==> config.mk <==
export PLATFORM = sky130hd
export DESIGN_NAME = ntt_ctrl_flat
export DESIGN_NICKNAME = d
export VERILOG_FILES = /design/src/rtl/ntt_ctrl_if.sv /design/src/rtl/ntt_ctrl.sv /design/src/flat_wrapper.sv
export SDC_FILE = /design/constraint.sdc
export NUM_CORES = 1
export LEC_CHECK = 0
export CORE_MARGIN = 10
export CORE_UTILIZATION = 35
export DETAILED_ROUTE_END_ITERATION = 6
export SLEW_MARGIN = 20
export SYNTH_ARGS = -nofsm -noshare
export SYNTH_HDL_FRONTEND = slang
export SYNTH_SLANG_ARGS = --single-unit
==> constraint.sdc <==
create_clock -name clk -period 4.5 [get_ports clk]
set_input_delay 0.675 -clock clk [delete_from_list [all_inputs] [get_ports clk]]
set_output_delay 0.675 -clock clk [all_outputs]
set_load 0.02 [all_outputs]
==> src/rtl/ntt_ctrl_if.sv <==
// Signal bundle between the NTT sequencer and its command, RAM and butterfly neighbours.
// master = command/datapath side, slave = ntt_ctrl.
interface ntt_ctrl_if #(
  parameter int LOGN = 8
);
  logic            start;
  logic            mode;
  logic            busy;
  logic            done;
  logic [3:0]      stage;
  logic            rd_en;
  logic [LOGN-1:0] rd_addr_1;
  logic [LOGN-1:0] rd_addr_2;
  logic [LOGN-1:0] tw_addr;
  logic            tw_sel;
  logic            bf_select;
  logic            wr_en;
  logic [LOGN-1:0] wr_addr_1;
  logic [LOGN-1:0] wr_addr_2;

  modport master (
    output start, mode,
    input  busy, done, stage, rd_en, rd_addr_1, rd_addr_2, tw_addr,
           tw_sel, bf_select, wr_en, wr_addr_1, wr_addr_2
  );

  modport slave (
    input  start, mode,
    output busy, done, stage, rd_en, rd_addr_1, rd_addr_2, tw_addr,
           tw_sel, bf_select, wr_en, wr_addr_1, wr_addr_2
  );
endinterface

==> src/rtl/ntt_ctrl.sv <==
// Radix-2 NTT/INTT stage sequencer: one butterfly address set per cycle, writes delayed in place.
// Define NTT_CTRL_PERF_EN to add the 16-bit saturating cycle_count output.
module ntt_ctrl #(
  parameter int N          = 256,
  parameter int LOGN       = 8,
  parameter int BF_LATENCY = 3
) (
  input  logic        clk,
  input  logic        rst_n,
  ntt_ctrl_if.slave   bus
`ifdef NTT_CTRL_PERF_EN
  ,
  output logic [15:0] cycle_count
`endif
);

  typedef enum logic [1:0] {IDLE, RUN, DRAIN, DONE} state_t;

  typedef struct packed {
    logic [LOGN-1:0] a1;
    logic [LOGN-1:0] a2;
    logic [LOGN-1:0] tw;
  } addr_t;

  localparam int              DW         = (BF_LATENCY > 1) ? $clog2(BF_LATENCY) : 1;
  localparam logic [LOGN-1:0] K_LAST     = LOGN'(N / 2 - 1);
  localparam logic [3:0]      STAGE_LAST = 4'(LOGN - 1);
  localparam logic [DW-1:0]   DRAIN_LAST = DW'(BF_LATENCY - 1);

  // NTT spans shrink from N/2 down to 1, INTT spans grow from 1 up to N/2.
  function automatic addr_t calc_addr(input logic [3:0] stg, input logic [LOGN-1:0] k,
                                      input logic inv);
    logic [3:0]      l;
    logic [LOGN-1:0] len;
    logic [LOGN-1:0] g;
    addr_t           r;
    l    = inv ? stg : STAGE_LAST - stg;
    len  = LOGN'(1) << l;
    g    = k >> l;
    r.a1 = (g << (l + 4'd1)) | (k & (len - LOGN'(1)));
    r.a2 = r.a1 + len;
    r.tw = (LOGN'(1) << (STAGE_LAST - l)) + g;
    return r;
  endfunction

  state_t          state;
  logic [LOGN-1:0] k;
  logic [3:0]      stage;
  logic [DW-1:0]   drain_cnt;
  logic            mode_q;
  logic            busy_q;
  logic            done_q;
  logic            rd_en_q;
  addr_t           rd_q;

  logic [3:0]      iss_stage;
  logic [LOGN-1:0] iss_k;
  logic            iss_inv;
  addr_t           issue;

  // Addresses are registered, so compute the butterfly that the next cycle will issue.
  always_comb begin
    iss_stage = stage;
    iss_k     = k + LOGN'(1);
    iss_inv   = mode_q;
    case (state)
      IDLE: begin
        iss_stage = '0;
        iss_k     = '0;
        iss_inv   = bus.mode;
      end
      DRAIN: begin
        iss_stage = stage + 4'd1;
        iss_k     = '0;
      end
      default: ;
    endcase
    issue = calc_addr(iss_stage, iss_k, iss_inv);
  end

  always_ff @(posedge clk or negedge rst_n) begin
    if (!rst_n) begin
      state     <= IDLE;
      k         <= '0;
      stage     <= '0;
      drain_cnt <= '0;
      mode_q    <= 1'b0;
      busy_q    <= 1'b0;
      done_q    <= 1'b0;
      rd_en_q   <= 1'b0;
      rd_q      <= '0;
    end else begin
      case (state)
        IDLE: begin
          if (bus.start) begin
            state   <= RUN;
            mode_q  <= bus.mode;
            stage   <= '0;
            k       <= '0;
            busy_q  <= 1'b1;
            rd_en_q <= 1'b1;
            rd_q    <= issue;
          end
        end
        RUN: begin
          if (k == K_LAST) begin
            state     <= DRAIN;
            k         <= '0;
            drain_cnt <= '0;
            rd_en_q   <= 1'b0;
            rd_q      <= '0;
          end else begin
            k    <= k + LOGN'(1);
            rd_q <= issue;
          end
        end
        // Next stage reads only after the last write of this stage has landed.
        DRAIN: begin
          if (drain_cnt == DRAIN_LAST) begin
            if (stage == STAGE_LAST) begin
              state  <= DONE;
              done_q <= 1'b1;
            end else begin
              state   <= RUN;
              stage   <= stage + 4'd1;
              rd_en_q <= 1'b1;
              rd_q    <= issue;
            end
          end else begin
            drain_cnt <= drain_cnt + DW'(1);
          end
        end
        DONE: begin
          state  <= IDLE;
          done_q <= 1'b0;
          busy_q <= 1'b0;
        end
        default: state <= IDLE;
      endcase
    end
  end

  logic [2*LOGN:0] wr_pipe [BF_LATENCY];

  always_ff @(posedge clk or negedge rst_n) begin
    if (!rst_n) begin
      for (int i = 0; i < BF_LATENCY; i++) wr_pipe[i] <= '0;
    end else begin
      wr_pipe[0] <= {rd_en_q, rd_q.a1, rd_q.a2};
      for (int i = 1; i < BF_LATENCY; i++) wr_pipe[i] <= wr_pipe[i-1];
    end
  end

`ifdef NTT_CTRL_PERF_EN
  always_ff @(posedge clk or negedge rst_n) begin
    if (!rst_n) begin
      cycle_count <= '0;
    end else if (state == IDLE && bus.start) begin
      cycle_count <= '0;
    end else if (busy_q && cycle_count != 16'hFFFF) begin
      cycle_count <= cycle_count + 16'd1;
    end
  end
`endif

  assign bus.busy      = busy_q;
  assign bus.done      = done_q;
  assign bus.stage     = stage;
  assign bus.rd_en     = rd_en_q;
  assign bus.rd_addr_1 = rd_q.a1;
  assign bus.rd_addr_2 = rd_q.a2;
  assign bus.tw_addr   = rd_q.tw;
  assign bus.tw_sel    = mode_q;
  assign bus.bf_select = mode_q;
  assign {bus.wr_en, bus.wr_addr_1, bus.wr_addr_2} = wr_pipe[BF_LATENCY-1];

endmodule
==> src/flat_wrapper.sv <==
// flat-port wrapper written by rule: the top's interface ports become plain ports
module ntt_ctrl_flat 
#(
  parameter int N          = 256,
  parameter int LOGN       = 8,
  parameter int BF_LATENCY = 3
)
  (clk, rst_n, bus_start, bus_mode, bus_busy, bus_done, bus_stage, bus_rd_en, bus_rd_addr_1, bus_rd_addr_2, bus_tw_addr, bus_tw_sel, bus_bf_select, bus_wr_en, bus_wr_addr_1, bus_wr_addr_2);
  ntt_ctrl_if #(.LOGN(LOGN)) bus_i ();
  input  logic clk;
  input  logic rst_n;
  input wire logic [$bits(bus_i.start)-1:0] bus_start;
  input wire logic [$bits(bus_i.mode)-1:0] bus_mode;
  output wire logic [$bits(bus_i.busy)-1:0] bus_busy;
  output wire logic [$bits(bus_i.done)-1:0] bus_done;
  output wire logic [$bits(bus_i.stage)-1:0] bus_stage;
  output wire logic [$bits(bus_i.rd_en)-1:0] bus_rd_en;
  output wire logic [$bits(bus_i.rd_addr_1)-1:0] bus_rd_addr_1;
  output wire logic [$bits(bus_i.rd_addr_2)-1:0] bus_rd_addr_2;
  output wire logic [$bits(bus_i.tw_addr)-1:0] bus_tw_addr;
  output wire logic [$bits(bus_i.tw_sel)-1:0] bus_tw_sel;
  output wire logic [$bits(bus_i.bf_select)-1:0] bus_bf_select;
  output wire logic [$bits(bus_i.wr_en)-1:0] bus_wr_en;
  output wire logic [$bits(bus_i.wr_addr_1)-1:0] bus_wr_addr_1;
  output wire logic [$bits(bus_i.wr_addr_2)-1:0] bus_wr_addr_2;
  assign bus_i.start = bus_start;
  assign bus_i.mode = bus_mode;
  assign bus_busy = bus_i.busy;
  assign bus_done = bus_i.done;
  assign bus_stage = bus_i.stage;
  assign bus_rd_en = bus_i.rd_en;
  assign bus_rd_addr_1 = bus_i.rd_addr_1;
  assign bus_rd_addr_2 = bus_i.rd_addr_2;
  assign bus_tw_addr = bus_i.tw_addr;
  assign bus_tw_sel = bus_i.tw_sel;
  assign bus_bf_select = bus_i.bf_select;
  assign bus_wr_en = bus_i.wr_en;
  assign bus_wr_addr_1 = bus_i.wr_addr_1;
  assign bus_wr_addr_2 = bus_i.wr_addr_2;
  ntt_ctrl #(.N(N), .LOGN(LOGN), .BF_LATENCY(BF_LATENCY)) u_core (.clk(clk), .rst_n(rst_n), .bus(bus_i));
endmodule
; ---- Word-level counts from Yosys, hierarchy flattened
; Cells that the tools add are included.
; W data, S select, Z words.
[word_totals]
reg_bits = 95
latchBits = 0
mem_bits_rw = 0
mem_bits_ro = 0
in_bits = 4
out_inout_bits = 50
wordCells = 91
n_memories = 0
[op_classes]
add_sub_neg = 9
multipliers = 0
n_div = 0
n_lt_le_gt_ge = 0
eq_ne = 12
n_shift = 4
muxes = 33
bitwise = 2
n_reduce_logical = 17
[ops]
columns = cell, count
row1 = $mux W24, 4
row2 = $pmux W24 S3, 1
row3 = $mux W8, 3
row4 = $add A8 B8 Y8, 2
row5 = $mux W4, 4
row6 = $pmux W4 S2, 2
row7 = $pmux W8 S2, 1
row8 = $shl A1 B4 Y8 const A, 2
row9 = $mux W2, 6
row10 = $reduce_bool A2 Y1, 5
row11 = $reduce_and A3 Y1, 3
row12 = $add A4 B1 Y4 const B, 2
row13 = $add A8 B1 Y8 const B, 1
row14 = $and A8 B8 Y8, 1
row15 = $eq A8 B7 Y1 const B, 1
row16 = $or A8 B8 Y8, 1
row17 = $pmux W2 S4, 1
row18 = $reduce_and A4 Y1, 2
row19 = $shl A8 B4 Y8, 1
row20 = $shr A8 B4 Y8, 1
row21 = $sub A3 B4 Y4 const A, 2
row22 = $sub A8 B1 Y8 const B, 1
row23 = $mux W1, 7
row24 = $eq A2 B2 Y1 const B, 3
row25 = other kinds (13), 20

; ---- Logic depth before layout (Yosys ltp)
; Gate-level depths: netlist of run 1.
[logic_depth]
word_depth = 12
ltp_mapped = 23
mapped_depth_nobuf = 22

; ---- Worst setup path after synthesis of run 1
; No wires, ideal clock.
[synth_path]
path_kind = flip-flop to flip-flop
from = reg u_core.mode_q, in the netlist u_core.bus.bf_select
to = reg u_core.rd_q, in the netlist u_core.bus.rd_addr_2[7]
arrival_ns = 4.052
required_time_ns = 4.358
path_slack_ns = 0.307
stages_incl_launch_ff = 22
n_path_buf = 2
cell_sequence = dfrtp_1 > buf_6 > xor2_2 > mux2i_1 > a22oi_4 > inv_2 > buf_6 > nor2_1 > nand3_1 > ha_1 > nand3_1 > a21bo_2 > a22o_1 > a32oi_1 > o31ai_1 > ha_1 > a21oi_1 > a21oi_1 > xnor2_1 > and2_1 > a221oi_2 > o211ai_2
[synth_between]
elab_chain_cells = 10
[synth_rtl]
columns = item, line_no
row1 = "start, declared", ntt_ctrl.sv:50  ; logic mode_q;
row2 = "start signal, assigned", ntt_ctrl.sv:97  ; mode_q <= bus.mode;
row3 = $mux W1 *, ntt_ctrl.sv:66  ; case (state)
row4 = $mux W4 *, ntt_ctrl.sv:37  ; l = inv ? stg : STAGE_LAST - stg;
row5 = $shl A1 B4 Y8, ntt_ctrl.sv:38  ; len = LOGN'(1) << l;
row6 = $sub A8 B1 Y8, ntt_ctrl.sv:40  ; r.a1 = (g << (l + 4'd1)) | (k & (len - LOGN'(1)));
row7 = $and A8 B8 Y8, ntt_ctrl.sv:40
row8 = $or A8 B8 Y8, ntt_ctrl.sv:40
row9 = $add A8 B8 Y8 *, ntt_ctrl.sv:41  ; r.a2 = r.a1 + len;
row10 = $mux W24, ntt_ctrl.sv:120  ; if (stage == STAGE_LAST) begin
row11 = $mux W24, ntt_ctrl.sv:119  ; if (drain_cnt == DRAIN_LAST) begin
row12 = $pmux W24 S3 *, ntt_ctrl.sv:93  ; case (state)
row13 = "end signal, assigned", ntt_ctrl.sv:102  ; rd_q <= issue;
row14 = "end signal, assigned", ntt_ctrl.sv:114  ; rd_q <= issue;
row15 = "end signal, assigned", ntt_ctrl.sv:127  ; rd_q <= issue;
row16 = "end, declared", ntt_ctrl.sv:54  ; addr_t rd_q;
; Every way passes the cells marked *; elsewhere a longest branch is shown, timed or not. The select of a mux whose other input is x is not followed.
; A chain may end at the register's enable or synchronous reset.

; ---- Final worst setup path of run 1
[layout_path]
from = reg u_core.k[0]
to = reg u_core.rd_q, in the netlist u_core.bus.rd_addr_2[7]
[layout_between]
elab_chain_cells = 9
[layout_rtl]
columns = item, line_no
row1 = "start, declared", ntt_ctrl.sv:47  ; logic [LOGN-1:0] k;
row2 = "start signal, assigned", ntt_ctrl.sv:113  ; k <= k + LOGN'(1);
row3 = $add A8 B1 Y8, ntt_ctrl.sv:64  ; iss_k = k + LOGN'(1);
row4 = $mux W8, ntt_ctrl.sv:66
row5 = $shr A8 B4 Y8, ntt_ctrl.sv:39  ; g = k >> l;
row6 = $shl A8 B4 Y8, ntt_ctrl.sv:40
row7 = $or A8 B8 Y8, ntt_ctrl.sv:40
row8 = $add A8 B8 Y8, ntt_ctrl.sv:41
row9 = $mux W24, ntt_ctrl.sv:120
row10 = $mux W24, ntt_ctrl.sv:119
row11 = $pmux W24 S3 *, ntt_ctrl.sv:93
; Marks and branches as above.

==> results.py, run 1 <==
metrics = {
    "clocking": {
        "clk_path_buf_depth": 2,
        "clk_latency_ps": 350,
        "h-tree-depth": 3,
        "ctsHoldBuffers": 0,
        "post_cts_buffers": 0,
        "cts.sinks": 95,
        "clk_pin_slew_worst_paths_ps": 60,
        "cts_tree": "done",
        "post_cts_resized": 0,
        "cts_buffers": 9,
        "root_buffer": "clkbuf_16",
    },
    "job": {
        "cap_viol_max_count": 0,
    },
    "worst_setup_path": {
        "crit_start": "u_core.k[0]",
        "cp_data_required_time_ps": 4710,
        "crit_path_start_kind": "flip-flop",
        "path_max_fanout": 5,
        "r2r_setup_slack_ps": 170,
        "reg2reg_from": "u_core.k[0]",
        "endpoint": "u_core.bus.rd_addr_2[7]",
        "path_class": "reg -> reg",
        "critPathArrivalTime_ps": 4550,
        "r2r.worst_path.cells": 18,
        "critPathCaptureType": "flip-flop",
        "r2r_end": "u_core.bus.rd_addr_2[7]",
    },
    "sta": {
        "fin_skew_ps": 9.68,
        "worstMarginPinSlew_ps": 860,
        "fin_crit_sh_pct": 96.3,
        "slew_headroom_pct": 42.2,
        "fin_ws_ps": 167,
        "maxSlewViolCount": 0,
        "rsz0062_at_grt": "false",
        "hold_violations": 0,
        "hold_ws_ps": 348,
        "setup_viol": 0,
        "fmax_ghz": 0.231,
        "period_minus_slack_ps": 4330,
    },
    "place": {
        "place.gp.congestion": 0.937,
        "post-dp-hpwl_um": 11000,
        "place_inst": 778,
        "port_buffers": 53,
        "place_ws_ps": -145,
    },
    "finish": {
        "multi_input_area_sq_mm": 0.00241,
        "final_cells": 794,
        "antenna_cells": 0,
        "area_growth_pct": 26.8,
        "final-seq-area_sq_mm": 0.00238,
        "layout_common_cells": "dfrtp_1, buf_4, nand2_1",
        "fillCellCount": 1377,
        "final_common_cell": "dfrtp_1",
        "nNetsFinal": 630,
        "drive_gt1_share_pct": 18.4,
    },
    "pwr": {
        "p_per_area_mw_per_mm2": 357,
        "leakage_nw": 2.86,
        "ir_worst_vdd_uv": 165,
    },
    "yosys": {
        "syn_nets": 534,
        "yosysWarnings": 0,
        "muxShareOfSynthArea_pct": 1.81,
        "synth-adder-area-share_pct": 5.42,
        "synth-main-ff-cell": "dfrtp_1",
        "syn_inst": 509,
        "async_flop_share_pct": 100,
        "synth_compound_area_share_pct": 19.7,
        "syn_avg_cell_area_sq_um": 10.1,
        "syn_area_sq_mm": 0.00512,
        "synth_top_family_by_area": "compound AO/OA/AOI/OAI gates",
        "ys_seq_elements": 95,
        "synth_xor_area_share_pct": 4.93,
        "yosysUniqueCellTypes": 82,
        "synth-edff-count": 0,
        "synthSimpleGateAreaFrac_pct": 15.2,
        "yosysSeqAreaShare_pct": 46.4,
    },
    "global_route": {
        "met1_usage_pct": 19.2,
        "grt_max_degree": 68,
        "antenna_found_initial": 0,
        "grt_pass1_vias": 4180,
        "grt_usage_pct": 14.3,
        "grt-ovfl-total": 0,
        "grt_use_met2_pct": 22.0,
        "grt_busiest_layer": "met2",
        "grt_pass1_wl_um": 23000,
        "grt_util_met3_pct": 3.26,
    },
    "routing": {
        "routed_wl_um": 14100,
        "vias": 4089,
        "drt-initial-drc-count": 298,
        "routedWlPerCell_um": 17.8,
        "drc": 0,
        "drt-pass1-iter-count": 4,
        "drtAntennaViolNets": 0,
        "detail_route.vias_per_cell": 5.15,
    },
    "floorplanning": {
        "coreArea_sq_mm": 0.0144,
        "initial_core_util_pct": 35.5,
        "die_area_sq_mm": 0.0199,
        "dieWidth_um": 141,
        "rows": 44,
        "fp.dieH_um": 141,
        "io_pins": 54,
    },
    "min_path": {
        "hold_path_class": "reg -> reg",
        "holdPathStages": 0,
    },
    "status": {
        "status": "complete, no violations",
    },
}
-- state kept, by name, summed over array words and instances, names as in the netlist --
register	cells
u_core.state	2
u_core.k	8
u_core.bus.wr_addr_1	8
u_core.bus.tw_addr	8
u_core.bus.stage	4
u_core.bus.busy	1
u_core.bus.rd_en	1
u_core.bus.wr_addr_2	8
u_core.bus.done	1
u_core.bus.wr_en	1
u_core.wr_pipe	34
u_core.bus.rd_addr_2	8
u_core.bus.rd_addr_1	8
u_core.drain_cnt	2
u_core.bus.bf_select	1
-- cells in the mapped netlist, types with 3 or more instances --
cell type	n	area, sq um
a22oi_1	5	37.5
clkbuf_1	12	45.0
xnor2_1	12	105
mux2i_1	3	30.0
nor2_1	31	116
nand2b_1	8	50.1
o21ai_1	3	15.0
nand4_1	3	18.8
a2bb2oi_1	3	26.3
nand3_1	16	80.1
dfrtp_1	95	2380
buf_6	5	56.3
o31ai_1	10	75.1
a211oi_1	3	22.5
a22o_1	4	35.0
nor4_1	3	18.8
o22ai_1	3	18.8
and2_1	7	43.8
ha_1	19	238
xor2_1	10	87.6
nor3_1	8	40.0
nand2_1	54	203
a21oi_1	27	135
o21ai_0	36	180
buf_4	19	143
o21bai_1	5	37.5
nor2b_1	3	18.8
a21o_1	5	37.5
a32oi_1	3	26.3
inv_1	20	75.1
o21a_1	6	45.0
and3_1	4	25.0
or3_1	5	31.3
-- where the power goes --
group	total (mW)	internal (mW)	switching (mW)	leakage, nW
clock	0.876	0.548	0.328	0.168
sequential	0.990	0.948	0.0423	1.16
combinational	0.453	0.209	0.243	1.52
total	2.32	1.71	0.613	2.86
-- stage by stage --
step                util [%]  TNS, ps  power, mW  cell area, sq um
floorplan                  -        0       1.26              5120
global placement        42.7     -126       1.46              6150
detailed placement      42.7     -145       1.47              6150
CTS                     45.1        0       2.35              6500
global route            45.1        0       2.42              6500
finish                  45.1        0       2.32              6500
-- worst min-delay path by stage --
| stage | to | startpoint |
|---|---|---|
| after floorplan | u_core.bus.wr_addr_1[0] | u_core.wr_pipe[25] |
| after global placement | u_core.wr_pipe[22] | u_core.wr_pipe[39] |
| after detailed placement | u_core.bus.wr_addr_2[1] | u_core.wr_pipe[18] |
| after CTS | u_core.bus.wr_addr_2[7] | u_core.wr_pipe[24] |
| after global routing | u_core.bus.wr_addr_1[3] | u_core.wr_pipe[28] |
| final | u_core.bus.wr_en | u_core.wr_pipe[33] |
-- critical path, stage by stage (launching register included) --
cell and delay, ps:
dfrtp_1 380, ha_1 280, nand2_1 120, or3_1 410, and2_1 220, mux2i_2 290
a32oi_1 250, and2_1 250, o21a_1 200, o31ai_2 240, ha_1 270, inv_1 80
nor2_1 60, o31ai_1 270, a21oi_1 140, xnor2_1 180, and2_1 200, a221oi_2 260
o211ai_2 110
-- per-layer routing --
layer / vias to the layer above / share of wire [%]
li1: 1984 / -
met1: 1996 / 47
met2: 91 / 46
met5: - / 0
met4: 0 / 2.1
met3: 18 / 4.4
-- cell families (layout without fill, tap and decap cells) --
kind of cell    Yosys count  after routing
flops                    95             95
fa+ha+maj                21             21
simple gates            158            158
compound gates          143            143
buf+inv                  60            161
xor+xnor                 25             25
mux                       7              7
-- area by class of cell --
cell class / instances / share of cell area [%]
flip-flops and latches: 95 / 36.6
well taps: 184 / 3.54
multi-input cells: 354 / 37.1
inverters: 22 / 1.27
clock buffers: 10 / 3.52
repair buffers: 123 / 16.2
clock inverters: 6 / 1.79
(Power assumes the default switching activity.)
==> run 2: changes to the inputs <==
CELL_PAD_IN_SITES_DETAIL_PLACEMENT = 1   (was default)
CELL_PAD_IN_SITES_GLOBAL_PLACEMENT = 2   (was default)
PLACE_DENSITY_LB_ADDON = 0.1   (was default)
SLEW_MARGIN = 5   (was 20)
==> run 2 against run 1 <==
Compared with the run above: final cell count is 1.0% lower; non-clock buffer count is 8 lower; worst setup slack better by 120 ps; largest power group unchanged; count of clock-buffer cells in the layout is 1 lower; clock skew is 3.4 ps higher; power is 3.1% lower; combinational power is 1% higher; critical path depth stayed put.
==> results.py, run 2 (synthesis gave the netlist of run 1 again) <==
metrics = {
    "status": {
        "status": "complete, no violations",
    },
    "pwr": {
        "p_per_area_mw_per_mm2": 349,
        "leakage_nw": 2.79,
        "ir_worst_vdd_uv": 166,
    },
    "global_route": {
        "grt-ovfl-total": 0,
        "grt_max_degree": 51,
        "antenna_found_initial": 0,
        "grt_pass1_vias": 4389,
        "grt_pass1_wl_um": 25400,
        "grt_usage_pct": 16.2,
    },
    "finish": {
        "fillCellCount": 1632,
        "final_common_cell": "dfrtp_1",
        "drive_gt1_share_pct": 18.3,
        "nNetsFinal": 622,
        "top_register": "u_core.wr_pipe",
        "design_area_sq_mm": 0.00644,
        "antenna_cells": 0,
        "largest_reg_flops": 34,
        "area_growth_pct": 25.7,
        "layout_common_cells": "dfrtp_1, buf_4, nand2_1",
        "final_cells": 786,
    },
    "routing": {
        "routedWlPerCell_um": 20.1,
        "drc": 0,
        "drtAntennaViolNets": 0,
        "drt-initial-drc-count": 221,
        "routed_wl_um": 15800,
        "detail_route.vias_per_cell": 5.28,
        "vias": 4152,
        "drt-pass1-iter-count": 4,
    },
    "sta": {
        "setup_viol": 0,
        "rsz0062_at_grt": "false",
        "slew_headroom_pct": 38.1,
        "hold_ws_ps": 340,
        "worstMarginPinSlew_ps": 915,
        "fin_crit_sh_pct": 93.5,
        "fin_skew_ps": 13.1,
        "fmax_ghz": 0.238,
        "hold_violations": 0,
        "maxSlewViolCount": 0,
        "period_minus_slack_ps": 4210,
    },
    "worst_setup_path": {
        "worstPathCellList": "clkdlybuf4s50_1 > o21bai_4 > a21o_1 > and2_4 > mux2i_4 > a32oi_2 > and2_1 > o21a_1 > o31ai_2 > ha_1 > inv_1 > nor2_1 > o31ai_2 > a21oi_1 > xnor2_1 > and2_1 > a221oi_2 > o211ai_2",
        "cp_data_required_time_ps": 4710,
        "critPathMaxStageDelay_ps": 470,
        "path_max_fanout": 5,
        "crit_path_start_kind": "input port",
        "critPathCaptureType": "flip-flop",
        "critPathTopFamily": "compound AO/OA/AOI/OAI gates",
        "path_class": "in -> reg",
        "crit_buf_inv": 2,
        "critPathArrivalTime_ps": 4420,
        "cp_slowest_cell": "clkdlybuf4s50_1",
    },
    "clocking": {
        "clk_path_buf_depth": 2,
        "cts.sinks": 95,
        "clk_latency_ps": 360,
        "clk_pin_slew_worst_paths_ps": 70,
        "h-tree-depth": 3,
        "cts_tree": "done",
        "root_buffer": "clkbuf_16",
        "cts_buffers": 9,
    },
    "place": {
        "post-dp-hpwl_um": 12600,
        "place_area_sq_mm": 0.00609,
        "place.gp.congestion": 0.905,
        "port_buffers": 53,
        "place_inst": 770,
    },
    "floorplanning": {
        "fp.dieH_um": 141,
        "io_pins": 54,
        "die_area_sq_mm": 0.0199,
        "initial_core_util_pct": 35.5,
        "coreArea_sq_mm": 0.0144,
        "dieWidth_um": 141,
        "rows": 44,
    },
    "min_path": {
        "hold_path_class": "in -> async",
    },
    "job": {
        "cap_viol_max_count": 0,
    },
}
## run 2: cell types whose count changed in the layout (fill, tap and decap cells not counted), moves of 2 or more
cell / delta
buf_4: -8
bufinv_16: -2
clkinvlp_4: +2
ha_1: -2
ha_2: +2
inv_8: +2
o21ai_0: -2
o21ai_1: +2
## run 2: per-layer routing
metal  GRT usage (%)  share of wire [%]  vias to the layer above
met3            4.40                5.0                       16
met4            4.35                1.6                        0
met5               0                  0                        -
met1            21.7                 47                     2073
li1                -                  -                     1982
met2            25.1                 46                       81
## run 2: where the power goes
| group | internal (mW) | total, mW | switching (mW) |
|---|---|---|---|
| Combinational | 0.208 | 0.459 | 0.250 |
| Clock | 0.442 | 0.798 | 0.355 |
| Sequential | 0.948 | 0.990 | 0.0422 |
## run 2: repair_timing
action | in CTS | in global routing
hold buffers | 0 | 0
gates resized for setup | 0 | 9
endpoints found under the setup margin | 0 | 2
setup buffers | 0 | 0
## run 2: layout make-up
cell class	instances	area (sq um)	share of cell area [%]
clock buffer	9	225	3.50
clock inverter	7	85.1	1.32
inverter	22	82.6	1.28
multi-input combinational	354	2450	38.0
sequential	95	2380	36.9
tap	184	230	3.57
timing repair buffer	115	993	15.4
## run 2: per-stage QoR
step                power, mW  setup WS [ps]  TNS [ps]  utilization, %
finish                   2.25            291         0            44.6
global route             2.37           5.30         0            44.6
CTS                      2.28           17.9         0            44.4
detailed placement       1.47           -327      -382            42.2
global placement         1.46           -179      -179            42.2
floorplan                1.26            307         0               -
## run 2: final timing paths
| kind | start | slack (ps) | depth (start not counted) | endpoint |
|---|---|---|---|---|
| min in group clk | u_core.wr_pipe[39] | 350 | 0 | u_core.wr_pipe[22] |
| min reg2reg | u_core.wr_pipe[39] | 350 | 0 | u_core.wr_pipe[22] |
| max reg2reg | u_core.bus.stage[2] | 340 | 19 | u_core.bus.rd_addr_2[7] |
| max in group asynchronous | rst_n | 3130 | 2 | u_core.bus.tw_addr[1] |
| min | rst_n | 340 | 1 | u_core.bus.wr_addr_2[0] |
| max | bus_mode | 290 | 18 | u_core.bus.rd_addr_2[7] |
==> run 3: changes to the inputs <==
CTS_CLUSTER_SIZE = 40   (was default)
==> results of run 3 <==
The final DEF is identical to that of run 2; final timing and power are the same.
